$ cat config.mk
export PLATFORM = sky130hd
export DESIGN_NAME = job_sequencer
export DESIGN_NICKNAME = d
export VERILOG_FILES = /design/src/rtl/job_sequencer.sv
export SDC_FILE = /design/constraint.sdc
export NUM_CORES = 1
export LEC_CHECK = 0
export CORE_ASPECT_RATIO = 1.75
export CORE_MARGIN = 8
export CORE_UTILIZATION = 48
export CTS_BUF_LIST = sky130_fd_sc_hd__clkbuf_4 sky130_fd_sc_hd__clkbuf_8
export CTS_CLUSTER_SIZE = 8
export DETAILED_ROUTE_END_ITERATION = 7
export HOLD_SLACK_MARGIN = 0.03
export PLACE_DENSITY = 0.82
export SYNTH_ARGS = -nofsm -noshare
export SYNTH_HDL_FRONTEND = slang
export SYNTH_SLANG_ARGS = --single-unit
$ cat constraint.sdc
create_clock -name clk -period 2.77 [get_ports clk]
set_input_delay 0.554 -clock clk [delete_from_list [all_inputs] [get_ports clk]]
set_output_delay 0.554 -clock clk [all_outputs]
set_load 0.01 [all_outputs]
$ cat src/rtl/job_sequencer.sv
// Per-job control FSM between external_io and the shapool hasher pool: clears the pool, runs a bounded search, latches the first win.
// Latency: outputs registered; a success sampled in RUN is reported one cycle later.
// No backpressure: the result and READY request are held until result_ack_in, halt_in or a new job_load_in.
module job_sequencer #(
    parameter int              POOL_SIZE_LOG2     = 1,
    parameter int              CLEAR_CYCLES       = 4,
    parameter longint unsigned SEARCH_CYCLES      = 64'd2147483648,
    parameter int              SEARCH_COUNT_WIDTH = 40,
    localparam int             NONCE_WIDTH        = 32 - POOL_SIZE_LOG2
) (
    input  logic                   clk,
    input  logic                   reset_n,
    input  logic                   job_load_in,
    input  logic                   halt_in,
    input  logic                   result_ack_in,
    input  logic                   pool_success_in,
    input  logic [NONCE_WIDTH-1:0] pool_nonce_in,
    output logic                   pool_reset_n_out,
    output logic [31:0]            result_nonce_out,
    output logic                   result_valid_out,
    output logic                   exhausted_out,
    output logic                   ready_out,
    output logic                   busy_out
);

    localparam int CLR_W = (CLEAR_CYCLES > 1) ? $clog2(CLEAR_CYCLES) : 1;
    localparam logic [CLR_W-1:0]              CLEAR_LAST  = CLR_W'(CLEAR_CYCLES - 1);
    localparam logic [SEARCH_COUNT_WIDTH-1:0] SEARCH_LAST = SEARCH_COUNT_WIDTH'(SEARCH_CYCLES - 64'd1);

    typedef enum logic [2:0] {IDLE, CLEAR, RUN, FOUND, EXHAUSTED} state_t;

    state_t                        state, state_nxt;
    logic [CLR_W-1:0]              clr_cnt, clr_nxt;
    logic [SEARCH_COUNT_WIDTH-1:0] srch_cnt, srch_nxt;
    logic [31:0]                   nonce_nxt;
    logic                          valid_nxt;
    logic                          exh_nxt;

    always_ff @(posedge clk or negedge reset_n) begin
        if (!reset_n) begin
            state            <= IDLE;
            clr_cnt          <= '0;
            srch_cnt         <= '0;
            result_nonce_out <= '0;
            result_valid_out <= 1'b0;
            exhausted_out    <= 1'b0;
            pool_reset_n_out <= 1'b0;
            ready_out        <= 1'b0;
            busy_out         <= 1'b0;
        end else begin
            state            <= state_nxt;
            clr_cnt          <= clr_nxt;
            srch_cnt         <= srch_nxt;
            result_nonce_out <= nonce_nxt;
            result_valid_out <= valid_nxt;
            exhausted_out    <= exh_nxt;
            // Status outputs decode the next state so they line up with it.
            pool_reset_n_out <= (state_nxt == RUN);
            ready_out        <= (state_nxt == FOUND) || (state_nxt == EXHAUSTED);
            busy_out         <= (state_nxt == CLEAR) || (state_nxt == RUN);
        end
    end

    always_comb begin
        state_nxt = state;
        clr_nxt   = clr_cnt;
        srch_nxt  = srch_cnt;
        nonce_nxt = result_nonce_out;
        valid_nxt = result_valid_out;
        exh_nxt   = exhausted_out;

        if (job_load_in) begin
            state_nxt = CLEAR;
            clr_nxt   = CLEAR_LAST;
            srch_nxt  = '0;
            nonce_nxt = '0;
            valid_nxt = 1'b0;
            exh_nxt   = 1'b0;
        end else if (halt_in) begin
            // Abort keeps the last nonce for host debug; everything else returns to reset values.
            state_nxt = IDLE;
            clr_nxt   = '0;
            srch_nxt  = '0;
            valid_nxt = 1'b0;
            exh_nxt   = 1'b0;
        end else begin
            unique case (state)
                IDLE: ;
                CLEAR: begin
                    if (clr_cnt == '0) begin
                        state_nxt = RUN;
                        srch_nxt  = '0;
                    end else begin
                        clr_nxt = clr_cnt - CLR_W'(1);
                    end
                end
                RUN: begin
                    if (pool_success_in) begin
                        state_nxt = FOUND;
                        nonce_nxt = {{POOL_SIZE_LOG2{1'b0}}, pool_nonce_in};
                        valid_nxt = 1'b1;
                    end else if (srch_cnt == SEARCH_LAST) begin
                        state_nxt = EXHAUSTED;
                        exh_nxt   = 1'b1;
                    end else begin
                        srch_nxt = srch_cnt + SEARCH_COUNT_WIDTH'(1);
                    end
                end
                FOUND, EXHAUSTED: begin
                    if (result_ack_in) state_nxt = IDLE;
                end
                default: state_nxt = IDLE;
            endcase
        end
    end

endmodule

* Word level (Yosys, flattened, before mapping)
Index checks and enable logic that the tools add are counted.
** Cells by class
- Mux-type cells :: 30
- Equal/unequal tests :: 15
- $add $sub $neg :: 2
- Reduce and logical (&&, ||, !) cells :: 17
** Operators by type and width (count)
- 2-to-1 mux 40 bit :: 5
- 2-to-1 mux 32 bit :: 4
- one-hot mux 40 bit (2 select lines) :: 1
- adder 40 x 1 -> 40 bit (second input constant) :: 1
- == test 40 x 31 -> 1 bit (second input constant) :: 1
- 2-to-1 mux 3 bit :: 6
- == test 3 x 2 -> 1 bit (second input constant) :: 4
- != test 4 bit (second input constant) :: 3
- one-hot mux 3 bit (4 select lines) :: 1
- nonzero test 3 bit :: 4
- 2-to-1 mux 1 bit :: 9
- 2-to-1 mux 2 bit :: 4
- == test 3 x 1 -> 1 bit (second input constant) :: 2
- == test 3 bit (second input constant) :: 2
- != test 3 bit (second input constant) :: 2
- AND reduction 3 bit :: 2
- AND reduction 2 bit :: 2
- AND reduction 4 bit :: 1
- nonzero test 2 bit :: 2
- nonzero test 4 bit :: 1
- logical NOT 3 bit :: 1
- logical NOT 2 bit :: 1
- logical OR 1 bit :: 2
- != test 2 bit (second input constant) :: 1
- 2 further kinds :: 2
** Storage, ports and cells
- Flip-flop bits (word level) :: 82
- Output and inout bits :: 37
- Word-level logic and storage cells :: 73
- Input port bits :: 37

* Longest topological paths before layout
- Word-level depth :: 8
- Depth in mapped cells :: 9
- Mapped depth without buffers :: 7

* Least setup slack after synthesis
No wires, ideal clock.
- Path kind :: input to register
- Start :: input job_load_in
- End :: register srch_cnt[18]
- Buffers on the path :: 1
- Required time :: 2692 ps
- Arrival time :: 2254 ps
- Cell stages on the path :: 6
- Setup time :: 78 ps
- Path slack :: 438 ps
- Cells stage by stage :: or2_2 clkbuf_1 or3_4 o311ai_0 o21ai_0 a21oi_1
** On the way
- Cells in the longest elaborated chain, start to end :: 2
- Elaborated cells on any way between the ends :: 6
- Classes of those cells :: eq/ne: 3; mux: 1; reduce/logical: 2
** RTL lines
- from (decl) :: RTL line 13 : input logic job_load_in,
- != test 4 bit (no line) or nonzero test 4 bit (tied branches)
- AND reduction 4 bit (no line)
- to (signal assigned) :: RTL line 53 : srch_cnt <= srch_nxt;
- to (decl) :: RTL line 34 : logic [SEARCH_COUNT_WIDTH-1:0] srch_cnt, srch_nxt;
Several ways; a longest one is shown, not always the timed one.
A chain may end at the register's enable or synchronous reset.

* Worst setup path after layout
- Start :: register srch_cnt[3]
- End :: register busy_out
** On the way
- Cells in the longest elaborated chain, start to end :: 8
- Elaborated cells on any way between the ends :: 9
- Classes of those cells :: eq/ne: 3; mux: 5; reduce/logical: 1
** RTL lines
- == test 40 x 31 -> 1 bit * :: RTL line 102 : end else if (srch_cnt == SEARCH_LAST) begin
- 2-to-1 mux 3 bit * :: RTL line 102
- 2-to-1 mux 3 bit * :: RTL line 98 : if (pool_success_in) begin
- one-hot mux 3 bit (4 select lines) * :: RTL line 87 : unique case (state)
- 2-to-1 mux 3 bit * :: RTL line 79 : end else if (halt_in) begin
- 2-to-1 mux 3 bit * :: RTL line 72 : if (job_load_in) begin
- == test 3 x 1 -> 1 bit or == test 3 x 2 -> 1 bit (tied branches) :: RTL line 60 : busy_out <= (state_nxt == CLEAR) || (state_nxt == RUN);
- logical OR 1 bit * :: RTL line 60
- to (signal assigned) :: RTL line 60
- to (decl) :: RTL line 23 : output logic busy_out
Mark *: on every way between the ends. The rest lies on a longest branch, timed or not.

==> out/summary.md <==
The synthesized design devotes to its leading area cell type 51.4% of total area. In this run the tightest slew margin relative to its limit is 61.3%. The die covers 11500 µm². The synthesized netlist occupies a cell area of 3940 µm². The routed length on met2 came out at 5.63 mm.

For this design, the sink count on the clock tree is 81. In this run, CTS created clock tree buffers numbering 9. The die is 136 µm tall.

The Yosys step of the flow raised 0 warnings. The flow ran to the end, and the final reports show no timing, DRC or antenna violations. The maximum fanout encountered on the critical timing path came out at 10.

The cell depth of the worst flop-to-flop path is 5. The leakage power of the design was 2.12 nW. In this run the worst hold path is classified as input port to asynchronous set/reset pin.

The run gives 3602 as the via count of the first global-routing pass. Counting flops and latches in the post-synthesis netlist gives 81. After layout, the design draws a total of 2.33 mW.

Cell at the root of the clock tree: sky130_fd_sc_hd__clkbuf_8. A synthesized cell averages 9.90 µm². The kind of start point of the critical path was a flip-flop.

For the final routed database, the setup TNS stands at 0 ps. Gates resized during post-CTS repair numbered 0. Global routing finished with a remaining overflow of 0. Detailed routing inserted a total of 3602 vias. Global routing consumed, over all layers together, 19.2% of the routing resources. The fmax is 404 MHz.

The most used flip-flop cell after synthesis is sky130_fd_sc_hd__dfrtp_1. The number of nets handed over by synthesis was 437. The post-CTS setup buffer count was 0. Setup slack on the critical path of the routed design comes to 297 ps. The area occupied by registers is 2030 µm². The path type of the worst setup path was flip-flop to flip-flop.

In the final layout, the share of cells above drive strength 1 is 11.1%. Actual slew at the worst max-slew pin: 572 ps. The global-route wire length before repair was 17.5 mm.

The topmost layer with routed signal wires was met4. Between clock sinks in the finished design, the worst skew comes to 11.5 ps. Setup repair after global routing left no endpoint under its margin.

The number of filler instances in the final layout is 665, and the met3 layer wire length in the routed design is 744 µm. The longest clock path from root to sink contains 2 buffers. In this run the number of H-tree levels came out at 3. The run gives 46 as the largest net degree at the start of global routing. Number of DRC markers in iteration 0: 256. The post-route fraction of the period consumed by the critical path was 89.3%. TritonCTS built the clock tree. Number of max-slew violations in the final report: 0. Ranked by total cell area, the synthesized netlist is headed by sky130_fd_sc_hd__dfrtp_1, sky130_fd_sc_hd__a22o_1, sky130_fd_sc_hd__o21ai_0.

The final HPWL from detailed placement was 7.97 mm. The run gives 51.4% as the sequential fraction of the synthesis area. The post-placement worst setup slack is 154 ps. Summing all multi-input logic gate instances after layout gives 1790 µm². The cell taking the most area after synthesis is sky130_fd_sc_hd__dfrtp_1. The number of buffers inserted by port buffering works out to 72. The area growth from synthesis to layout is 29.1%. The number of cells produced by synthesis came out at 398.

After layout, the minimum clock period comes to 2470 ps. The final-report setup violation count was 0; the final routed wirelength across all metal layers was 10.5 mm. The core region is 8150 µm². The post-detailed-route wirelength per cell is 18.2 µm, and the share of synthesized registers carrying an async set or reset is 100%. At the later pin of the worst-skew pair, clock insertion delay measures 370 ps. The logs give 48.4% for the initial core utilization and 0 for the count of endpoints failing hold in the final timing report. The logs give 74 for the count of boundary I/O pins and 0 for the count of unresolved DRC violations after routing. The repair_antennas step left the layout with diodes totalling 0. The first detailed-routing pass ran for 4 iterations. STA classifies the critical path endpoint as a flip-flop. At the worst endpoint, the required time is 2990 ps. In the routed layout, each cell is associated on average with a via count of 6.23. The clock edge transition at the registers on the reported setup and hold paths was 90 ps. For the met1 wire length, the log shows 3.84 mm. VDD sags by at most 381 µV. Final net count: 520.

For the worst setup path, the data arrival time is 2690 ps. After floorplanning, the core was divided into 44 placement rows. The tool flagged a number of max-cap violations equal to 0.

From left edge to right edge, the die measures 84.5 µm. Counting distinct cell types in the post-synthesis netlist gives 52. The congestion estimate from routability-driven global placement came to 0.871.

The run gives 0 as the number of antenna violations at the first check in global routing. The run gives 0 as the remaining antenna violation count after routing. Dividing total power by cell area gives a power density of 458 nW/µm². Counting flops with a built-in enable in the synthesized netlist gives 0.

For the hold buffer count at cts, the log shows 0.
power breakdown:
part           switching [mW]  total, mW  internal, mW
clock                   0.446      0.969         0.522
sequential            0.00707       1.20          1.19
combinational          0.0867      0.167        0.0799
total                   0.540       2.33          1.79
layout by cell type (no fill, tap or decap), types with 3 or more instances in the layout:
master / netlist / layout
sky130_fd_sc_hd__a21oi_1: 29 / 29
sky130_fd_sc_hd__a22o_1: 31 / 31
sky130_fd_sc_hd__a31oi_1: 7 / 6
sky130_fd_sc_hd__and3_1: 3 / 3
sky130_fd_sc_hd__buf_4: 2 / 23
sky130_fd_sc_hd__clkbuf_8: 0 / 9
sky130_fd_sc_hd__clkdlybuf4s50_1: 0 / 71
sky130_fd_sc_hd__dfrtp_1: 81 / 81
sky130_fd_sc_hd__inv_1: 8 / 8
sky130_fd_sc_hd__nand2_1: 23 / 23
sky130_fd_sc_hd__nand3_1: 14 / 14
sky130_fd_sc_hd__nand4_1: 18 / 18
sky130_fd_sc_hd__nor2_1: 22 / 21
sky130_fd_sc_hd__nor2b_1: 3 / 3
sky130_fd_sc_hd__nor3_1: 8 / 8
sky130_fd_sc_hd__nor4_1: 3 / 3
sky130_fd_sc_hd__o21ai_0: 40 / 40
sky130_fd_sc_hd__o31ai_1: 13 / 13
sky130_fd_sc_hd__o41ai_1: 3 / 3
sky130_fd_sc_hd__or2_2: 3 / 3
sky130_fd_sc_hd__or3_1: 24 / 24
sky130_fd_sc_hd__or4_1: 7 / 7
state kept, by name, summed over array words and instances, names as in the netlist:
register          cells
result_valid_out      1
state                 3
clr_cnt               2
srch_cnt             40
ready_out             1
result_nonce_out     31
busy_out              1
pool_reset_n_out      1
exhausted_out         1
Yosys cell counts (3+ instances only):
master,count
sky130_fd_sc_hd__a31oi_1,7
sky130_fd_sc_hd__or3_1,24
sky130_fd_sc_hd__a22o_1,31
sky130_fd_sc_hd__o41ai_1,3
sky130_fd_sc_hd__dfrtp_1,81
sky130_fd_sc_hd__nand2_1,23
sky130_fd_sc_hd__inv_1,8
sky130_fd_sc_hd__and3_1,3
sky130_fd_sc_hd__nand4_1,18
sky130_fd_sc_hd__buf_2,5
sky130_fd_sc_hd__nor3_1,8
sky130_fd_sc_hd__nor2_1,22
sky130_fd_sc_hd__o21ai_0,40
sky130_fd_sc_hd__nand3_1,14
sky130_fd_sc_hd__o31ai_1,13
sky130_fd_sc_hd__or4_1,7
sky130_fd_sc_hd__nor2b_1,3
sky130_fd_sc_hd__clkbuf_1,16
sky130_fd_sc_hd__a21oi_1,29
sky130_fd_sc_hd__nor4_1,3
sky130_fd_sc_hd__or2_2,3
final timing paths:
check                                 start          endpoint  slack (ps)
setup / recovery                srch_cnt[3]          busy_out         300
hold / removal                      reset_n      srch_cnt[15]         130
setup reg to reg                srch_cnt[3]          busy_out         300
hold reg to reg            result_valid_out  result_valid_out         510
max in group asynchronous           reset_n      srch_cnt[27]        2030
min in group clk           result_valid_out  result_valid_out         510
metal layers:
metal,global-route usage (%),vias up
li1,-,1692
met1,19.0,1760
met2,34.3,126
met3,6.72,24
met4,10.2,0
met5,0,-
area by class of cell:
cell class | instances | area share, %
Tap cell | 92 | 2.26
Multi-Input combinational cell | 286 | 35.2
Inverter | 8 | 0.590
Timing Repair Buffer | 95 | 17.7
Clock inverter | 6 | 1.77
Sequential cell | 81 | 39.8
Clock buffer | 10 | 2.58
cell families (layout without fill, tap and decap cells):
group	Yosys count	after routing	share of synthesized area (%)
AO/OA/AOI/OAI	137	137	22.8
XOR/XNOR	1	1	0.222
adder cells (fa/ha/maj)	2	2	0.635
buffers and inverters	31	119	3.30
flip-flops	81	81	51.4
multiplexers	2	2	0.508
other	1	1	0.0951
AND/OR/NAND/NOR	143	143	21.0
stage by stage:
stage          cells  util, %  cell area, µm²  hold slack, ps
2_1_floorplan    398        -            3940             258
3_3_place_gp     562     59.8            4870             461
3_5_place_dp     562     59.8            4870             491
4_1_cts          578     62.5            5090             146
5_1_grt          578     62.5            5090             164
6_report         578     62.5            5090             133
critical path, cell delays in order (launching register included):
cell                       delay [ps]
sky130_fd_sc_hd__dfrtp_1          440
sky130_fd_sc_hd__nand4_2          280
sky130_fd_sc_hd__or4_1            580
sky130_fd_sc_hd__or3_1            460
sky130_fd_sc_hd__a21boi_0         390
sky130_fd_sc_hd__o21ai_0          180
(Power assumes the default switching activity.)
